[src/rtl/regfile_wb_arbiter_pkg.sv]
// Shared sizing defaults and the writeback-source encoding for the
// register-file writeback arbiter and its pending-write scoreboard.
package regfile_wb_arbiter_pkg;

  localparam int NUM_REGS_DEF = 8;
  localparam int ADDR_W_DEF   = 3;
  localparam int DATA_W_DEF   = 8;
  localparam int CNT_W        = 2;

  localparam logic [CNT_W-1:0] CNT_MAX = '1;

  typedef enum logic {
    SRC_ALU = 1'b0,
    SRC_MEM = 1'b1
  } src_e;

endpackage

[src/rtl/regfile_wb_arbiter_wb_scoreboard.sv]
// Per-register pending-write counters: issue increments, committed write
// decrements, busy flags and a sticky underflow error for decode.
module wb_scoreboard
  import regfile_wb_arbiter_pkg::*;
#(
  parameter int NUM_REGS = NUM_REGS_DEF,
  parameter int ADDR_W   = ADDR_W_DEF
) (
  input  logic                clk_i,
  input  logic                reset_n_i,
  input  logic                issue_i,
  input  logic [ADDR_W-1:0]   issue_addr_i,
  input  logic                commit_i,
  input  logic [ADDR_W-1:0]   commit_addr_i,
  output logic                issue_ready_o,
  output logic [NUM_REGS-1:0] busy_o,
  output logic                err_o
);

  logic [CNT_W-1:0]    cnt_q [NUM_REGS];
  logic [NUM_REGS-1:0] inc_vec;
  logic [NUM_REGS-1:0] dec_vec;
  logic [NUM_REGS-1:0] under_vec;
  logic                issue_acc;
  logic                err_q;

  assign issue_ready_o = (cnt_q[issue_addr_i] != CNT_MAX);
  assign issue_acc     = issue_i & issue_ready_o;
  assign err_o         = err_q;

  // An issue and a commit to the same register cancel each other out.
  always_comb begin
    inc_vec   = '0;
    dec_vec   = '0;
    under_vec = '0;
    busy_o    = '0;
    for (int r = 0; r < NUM_REGS; r++) begin
      inc_vec[r]   = issue_acc && (issue_addr_i == ADDR_W'(r));
      dec_vec[r]   = commit_i && (commit_addr_i == ADDR_W'(r));
      under_vec[r] = dec_vec[r] && !inc_vec[r] && (cnt_q[r] == '0);
      busy_o[r]    = (cnt_q[r] != '0);
    end
  end

  always_ff @(posedge clk_i or negedge reset_n_i) begin
    if (!reset_n_i) begin
      for (int r = 0; r < NUM_REGS; r++) cnt_q[r] <= '0;
      err_q <= 1'b0;
    end else begin
      for (int r = 0; r < NUM_REGS; r++) begin
        if (inc_vec[r] && !dec_vec[r]) begin
          cnt_q[r] <= cnt_q[r] + 1'b1;
        end else if (dec_vec[r] && !inc_vec[r] && !under_vec[r]) begin
          cnt_q[r] <= cnt_q[r] - 1'b1;
        end
      end
      err_q <= err_q | (|under_vec);
    end
  end

endmodule

[src/rtl/regfile_wb_arbiter.sv]
// Round-robin arbitration of ALU and load writebacks onto the single
// register-file write port, with a registered output stage and scoreboard.
module regfile_wb_arbiter
  import regfile_wb_arbiter_pkg::*;
#(
  parameter int NUM_REGS = NUM_REGS_DEF,
  parameter int ADDR_W   = ADDR_W_DEF,
  parameter int DATA_W   = DATA_W_DEF
) (
  input  logic                clk_i,
  input  logic                reset_n_i,
  input  logic                alu_valid_i,
  output logic                alu_ready_o,
  input  logic [ADDR_W-1:0]   alu_addr_i,
  input  logic [DATA_W-1:0]   alu_data_i,
  input  logic                alu_cb_we_i,
  input  logic                alu_cb_i,
  input  logic                mem_valid_i,
  output logic                mem_ready_o,
  input  logic [ADDR_W-1:0]   mem_addr_i,
  input  logic [DATA_W-1:0]   mem_data_i,
  output logic                write_o,
  output logic [ADDR_W-1:0]   write_addr_o,
  output logic [DATA_W-1:0]   write_data_o,
  output logic                write_cb_o,
  output logic                cb_data_o,
  input  logic                issue_i,
  input  logic [ADDR_W-1:0]   issue_addr_i,
  output logic                issue_ready_o,
  output logic [NUM_REGS-1:0] busy_o,
  output logic                err_o
);

  src_e               last_grant_q;
  logic               alu_gnt;
  logic               mem_gnt;
  logic               vld_p1;
  logic [ADDR_W-1:0]  addr_p1;
  logic [DATA_W-1:0]  data_p1;
  logic               cb_we_p1;
  logic               cb_data_p1;

  // Under contention the source that did not win last time takes the port.
  assign alu_gnt = alu_valid_i & (~mem_valid_i | (last_grant_q == SRC_MEM));
  assign mem_gnt = mem_valid_i & (~alu_valid_i | (last_grant_q == SRC_ALU));

  assign alu_ready_o = alu_gnt;
  assign mem_ready_o = mem_gnt;

  // Stage p1: registered regfile write port
  always_ff @(posedge clk_i or negedge reset_n_i) begin
    if (!reset_n_i) begin
      last_grant_q <= SRC_MEM;
      vld_p1       <= 1'b0;
      addr_p1      <= '0;
      data_p1      <= '0;
      cb_we_p1     <= 1'b0;
      cb_data_p1   <= 1'b0;
    end else begin
      vld_p1   <= alu_gnt | mem_gnt;
      cb_we_p1 <= alu_gnt & alu_cb_we_i;
      if (alu_gnt) begin
        last_grant_q <= SRC_ALU;
        addr_p1      <= alu_addr_i;
        data_p1      <= alu_data_i;
        if (alu_cb_we_i) cb_data_p1 <= alu_cb_i;
      end else if (mem_gnt) begin
        last_grant_q <= SRC_MEM;
        addr_p1      <= mem_addr_i;
        data_p1      <= mem_data_i;
      end
    end
  end

  assign write_o      = vld_p1;
  assign write_addr_o = addr_p1;
  assign write_data_o = data_p1;
  assign write_cb_o   = cb_we_p1;
  assign cb_data_o    = cb_data_p1;

  wb_scoreboard #(
    .NUM_REGS (NUM_REGS),
    .ADDR_W   (ADDR_W)
  ) u_scoreboard (
    .clk_i         (clk_i),
    .reset_n_i     (reset_n_i),
    .issue_i       (issue_i),
    .issue_addr_i  (issue_addr_i),
    .commit_i      (vld_p1),
    .commit_addr_i (addr_p1),
    .issue_ready_o (issue_ready_o),
    .busy_o        (busy_o),
    .err_o         (err_o)
  );

endmodule

[config.mk]
export PLATFORM = sky130hd
export DESIGN_NAME = regfile_wb_arbiter
export DESIGN_NICKNAME = d
export VERILOG_FILES = /design/src/rtl/regfile_wb_arbiter_pkg.sv /design/src/rtl/regfile_wb_arbiter_wb_scoreboard.sv /design/src/rtl/regfile_wb_arbiter.sv
export SDC_FILE = /design/constraint.sdc
export NUM_CORES = 1
export LEC_CHECK = 0
export ABC_AREA = 1
export CAP_MARGIN = 20
export CORE_ASPECT_RATIO = 0.8
export CORE_UTILIZATION = 37
export DETAILED_ROUTE_END_ITERATION = 6
export DONT_BUFFER_PORTS = 1
export MAX_ROUTING_LAYER = met4
export SYNTH_ARGS = -nofsm -noshare
export SYNTH_HDL_FRONTEND = slang
export SYNTH_SLANG_ARGS = --single-unit
[constraint.sdc]
create_clock -name clk_i -period 4.02 [get_ports clk_i]
set_input_delay 0.804 -clock clk_i [delete_from_list [all_inputs] [get_ports clk_i]]
set_output_delay 0.804 -clock clk_i [all_outputs]
set_load 0.005 [all_outputs]
# Yosys cells after proc, flatten, opt, wreduce, memory -nomap -nowiden
# Cells that the tools add are included.
[totals] ff_bits=32 latchBits=0 ram_bits=0 romBits=0 inputBits=32 output_inout_bits=26 word_cells=185 n_memories=0
[op_classes] n_addsub=16 multipliers=0 n_div=0 n_lt_le_gt_ge=1 eq_ne=15 shift=0 muxes=25 bitwise=12 n_reduce_logical=101
[ops] op="logical AND 1 bit" n=48
[ops] op="two-way mux 2 bit" n=18
[ops] op="nonzero test 2 bit" n=17
[ops] op="equality test 3 bit, second input constant" n=8
[ops] op="zero test 1 bit" n=24
[ops] op="adder 2 x 1 -> 2 bit, second input constant" n=8
[ops] op="zero test 2 bit" n=8
[ops] op="two-way mux 8 bit" n=2
[ops] op="subtractor 2 x 1 -> 2 bit, second input constant" n=8
[ops] op="equality test 3 x 2 -> 1 bit, second input constant" n=4
[ops] op="OR reduction 8 bit" n=1
[ops] op="binary-select mux 2 bit (select 3 bit)" n=1
[ops] op="equality test 3 x 1 -> 1 bit, second input constant" n=2
[ops] op="zero test 3 bit" n=2
[ops] op="two-way mux 3 bit" n=2
[ops] op="bitwise AND 1 bit" n=4
[ops] op=">= comparator 4 bit, second input constant" n=1
[ops] op="NOT 3 -> 4 bit" n=1
[ops] op="OR 1 bit" n=4
[ops] op="NOT 1 bit" n=3
[ops] op="two-way mux 1 bit" n=2
[ops] op="!= test 2 bit, second input constant" n=1
[ops] op="AND reduction 2 bit" n=1

# Depth between registers and ports, before layout
[logic_depth] ltp_word=14 ltp_mapped=13

# By module
# A second synthesis with hierarchy kept.
[hier_totals] hier_cells=326 area_unflattened_um2=2230.9
[by_module_without_submodules] module="wb_scoreboard" n_inst=1 cells_per_inst=214 area_each_um2=1371.3
[by_module_without_submodules] module="regfile_wb_arbiter" n_inst=1 cells_per_inst=112 area_each_um2=859.6

# Worst setup path after synthesis
# Ideal clock, no wire load.
[synth_timing] path_kind="input-to-output" start="input issue_addr_i[0]" end="output issue_ready_o" arrival_ns=1.400 t_required_ns=3.216 setup_slack_ns=1.816 stages=7 cell_sequence="inv_2 nand2_1 nand2_1 nand2_1 nand2_1 nand3_4 and2_1"
[synth_via] elab_chain_len=5
[synth_rtl] item="start, declared" line_no="regfile_wb_arbiter.sv:28" text="input logic [ADDR_W-1:0] issue_addr_i,"
[synth_rtl] item="NOT 3 -> 4 bit (not written as such)" line_no="regfile_wb_arbiter_wb_scoreboard.sv:27" text="assign issue_ready_o = (cnt_q[issue_addr_i] != CNT_MAX);"
[synth_rtl] item="binary-select mux 2 bit (select 3 bit)" line_no="regfile_wb_arbiter_wb_scoreboard.sv:27"
[synth_rtl] item="two-way mux 2 bit (not written as such) (2 in series)" line_no="regfile_wb_arbiter_wb_scoreboard.sv:27"
[synth_rtl] item="!= test 2 bit" line_no="regfile_wb_arbiter_wb_scoreboard.sv:27"
[synth_rtl] item="end, declared" line_no="regfile_wb_arbiter.sv:29" text="output logic issue_ready_o,"
# No other way between the ends. The select of a mux whose other input is x is not followed.

# Worst setup path after layout
# Ends and elaborated chain as after synthesis.

==> impl_metrics.env <==
export IMPL_vias=1772
export IMPL_cp_slowest_cell="and2_1"
export IMPL_htreeDepth=2
export IMPL_rr_worst_depth=6
export IMPL_antenna_found_initial=0
export IMPL_clkTransAtPathRegs_ns=0.07
export IMPL_numCtsBuffers=5
export IMPL_fin_nets=323
export IMPL_max_freq_ghz=0.439
export IMPL_area_growth_synth_to_final_pct=7.36
export IMPL_p_leak_nw=1.13
export IMPL_n_antenna_cell=0
export IMPL_fin_crit_sh=0.566
export IMPL_grt_pass1_vias=1729
export IMPL_crit_path_start_kind="primary input"
export IMPL_rsz0062_at_grt="no"
export IMPL_cts_sinks=32
export IMPL_synth_edff_count=0
export IMPL_initial_utilization=0.385
export IMPL_slowest_delay_ns=0.18
export IMPL_synthTopCellsByArea="dfrtp_1 (37%), nand2_1 (11%), inv_1 (7.9%)"
export IMPL_tritoncts="built"
export IMPL_critPathMostFrequentCell="nand2_1"
export IMPL_yosys_top_cells_count="nand2_1 (61), inv_1 (44), nor2_1 (43)"
export IMPL_ys_ff_latch=32
export IMPL_r2r_start="last_grant_q$_DFFE_PN1P_"
export IMPL_ys_types=29
export IMPL_finish_utilization=0.413
export IMPL_gp_congestion=0.784
export IMPL_grt_pass1_wl_mm=8.18
export IMPL_detail_route_iter0_violations=111
export IMPL_synth_top_cell_area_share=0.371
export IMPL_io_pins=58
export IMPL_portBuffers=0
export IMPL_cp_max_fo=14
export IMPL_cts_resized=0
export IMPL_worst_endpoint_required_ns=3.22
export IMPL_yosysMostFrequentCell="nand2_1"
export IMPL_postCtsSetupBuffers=0
export IMPL_drcViolationCount=0
export IMPL_overflow=0
export IMPL_drv_slew=0
export IMPL_grt_max_degree=33
export IMPL_slew_headroom=0.683
export IMPL_syn_area_mm2=0.00209
export IMPL_via_per_inst=4.79
export IMPL_synth_cells=291
export IMPL_dpl_cell_count=362
export IMPL_drive_gt1_frac=0.120
export IMPL_synth_area_leader_cell="dfrtp_1"
export IMPL_core_area_mm2=0.00544
export IMPL_die_w_um=86.0
export IMPL_die_h_um=69.2
export IMPL_setup_viol=0
export IMPL_hold_path_class="primary input to async pin"
export IMPL_crit_arrival_ns=1.47
export IMPL_hpwl_mm=3.59
export IMPL_drv_cap=0
export IMPL_crit_path_cell_trace="inv_2, nand2_1, nand2_1, nand2_1, nand2_1, nand3_4, and2_1"
export IMPL_hold_viol=0
export IMPL_syn_avg_cell_area_um2=7.18
export IMPL_ys_seq_area_frac=0.384
export IMPL_finClkSkew_ns=0.00880
export IMPL_cts_root_buf="clkbuf_8"
export IMPL_finalCriticalPeriod_ns=2.28
export IMPL_worst_pin_slew_ns=0.474
export IMPL_holdWs_ns=0.206
export IMPL_vdd_drop_max_mv=0.142
export IMPL_dieArea_mm2=0.00596
export IMPL_critical_path_class="primary input to output port"
export IMPL_cp_top_family="simple AND/OR/NAND/NOR gates"
export IMPL_detail_route_antenna_nets=0
export IMPL_setup_tns_final_ns=0
export IMPL_clockBufferDepth=2
export IMPL_ys_warn_count=0
export IMPL_ys_flop_type="dfrtp_1"
export IMPL_synthArstFlopShare=1.00
export IMPL_n_fill_cell=547
export IMPL_post_drt_wl_per_cell_um=12.4
export IMPL_outcome="finished clean"
export IMPL_crit_buf_inv=1
export IMPL_insertion_delay_ns=0.29
export IMPL_wirelength_mm=4.60
export IMPL_power_density_mw_per_mm2=551
export IMPL_synth_fp_nets=323
export IMPL_rrSetupSlack_ns=2.12
export IMPL_firstDrtPassIters=4
export IMPL_finalNonFillerCells=370
export IMPL_worstSetupPathDepth=7
export IMPL_num_rows=24
export IMPL_grt_usage=0.180
export IMPL_cts_hold_buffers=0
export IMPL_r2r_end="cb_data_o$_DFFE_PN0P_"
export IMPL_cp_end_kind="output port"
## cells in the final DEF, fill, tap and decap left out, types with 3 or more instances in the layout
| cell | instances |
|---|---|
| nor3_1 | 3 |
| clkbuf_8 | 5 |
| nand2_1 | 61 |
| xor2_1 | 4 |
| nand3b_1 | 3 |
| o21ai_1 | 7 |
| a21oi_1 | 15 |
| dfrtp_1 | 31 |
| nand3_2 | 4 |
| nand4_1 | 6 |
| nor2_1 | 43 |
| nand2_2 | 10 |
| nand2_4 | 3 |
| nand3_1 | 24 |
| inv_1 | 44 |
| o22ai_1 | 11 |
## worst max path at each step
| stage | startpoint | endpoint |
|---|---|---|
| global placement | issue_addr_i[0] | issue_ready_o |
| floorplan | issue_addr_i[0] | issue_ready_o |
| finish | issue_addr_i[0] | issue_ready_o |
| global route | issue_addr_i[0] | issue_ready_o |
| detailed placement | issue_addr_i[0] | issue_ready_o |
| CTS | issue_addr_i[0] | issue_ready_o |
## power breakdown
part	internal [mW]	switching [mW]	total [mW]
clock network	0.183	0.130	0.313
registers	0.422	0.111	0.534
logic	0.143	0.246	0.389
## sequential cells by signal, summed over array words and instances, names as in the netlist
| name | count |
|---|---|
| last_grant_q | 1 |
| write_data_o | 8 |
| cb_data_o | 1 |
| write_addr_o | 3 |
| write_cb_o | 1 |
| u_scoreboard.err_o | 1 |
| u_scoreboard.cnt_q | 16 |
| write_o | 1 |
## logic make-up (layout without fill, tap and decap cells)
group                     count (synthesis)  count (layout)  synth area share
and+or+nand+nor                         165             165             0.390
buffers and inverters                    55              56             0.115
muxes                                     1               1           0.00539
DFF                                      32              32             0.384
xor gates and xnor gates                  4               4            0.0168
AOI/OAI and AO/OA                        34              34            0.0892
## final cells by class
type	count	area (um^2)	share of cell area
clock buffers	5	68.8	0.0307
clock inverters	3	42.5	0.0190
inverters	47	178	0.0792
multi-input cells	204	1050	0.467
flip-flops and latches	32	802	0.357
well taps	78	97.6	0.0435
repair buffers	1	7.51	0.00334
## metrics by stage
stage | power, mW | setup WS (ns) | cell area (um^2)
2_1_floorplan | 0.848 | 1.82 | 2090
3_3_place_gp | 0.925 | 1.75 | 2130
3_5_place_dp | 0.930 | 1.75 | 2130
4_1_cts | 1.24 | 1.75 | 2240
5_1_grt | 1.35 | 1.63 | 2240
6_report | 1.24 | 1.74 | 2240
## per-layer routing
layer	global-route usage	share of wire	up-vias
met4	0.0630	0.016	0
met5	-	0	-
met3	0.0524	0.069	7
met2	0.257	0.43	44
met1	0.242	0.48	800
li1	-	-	921
(Power assumes the default switching activity.)
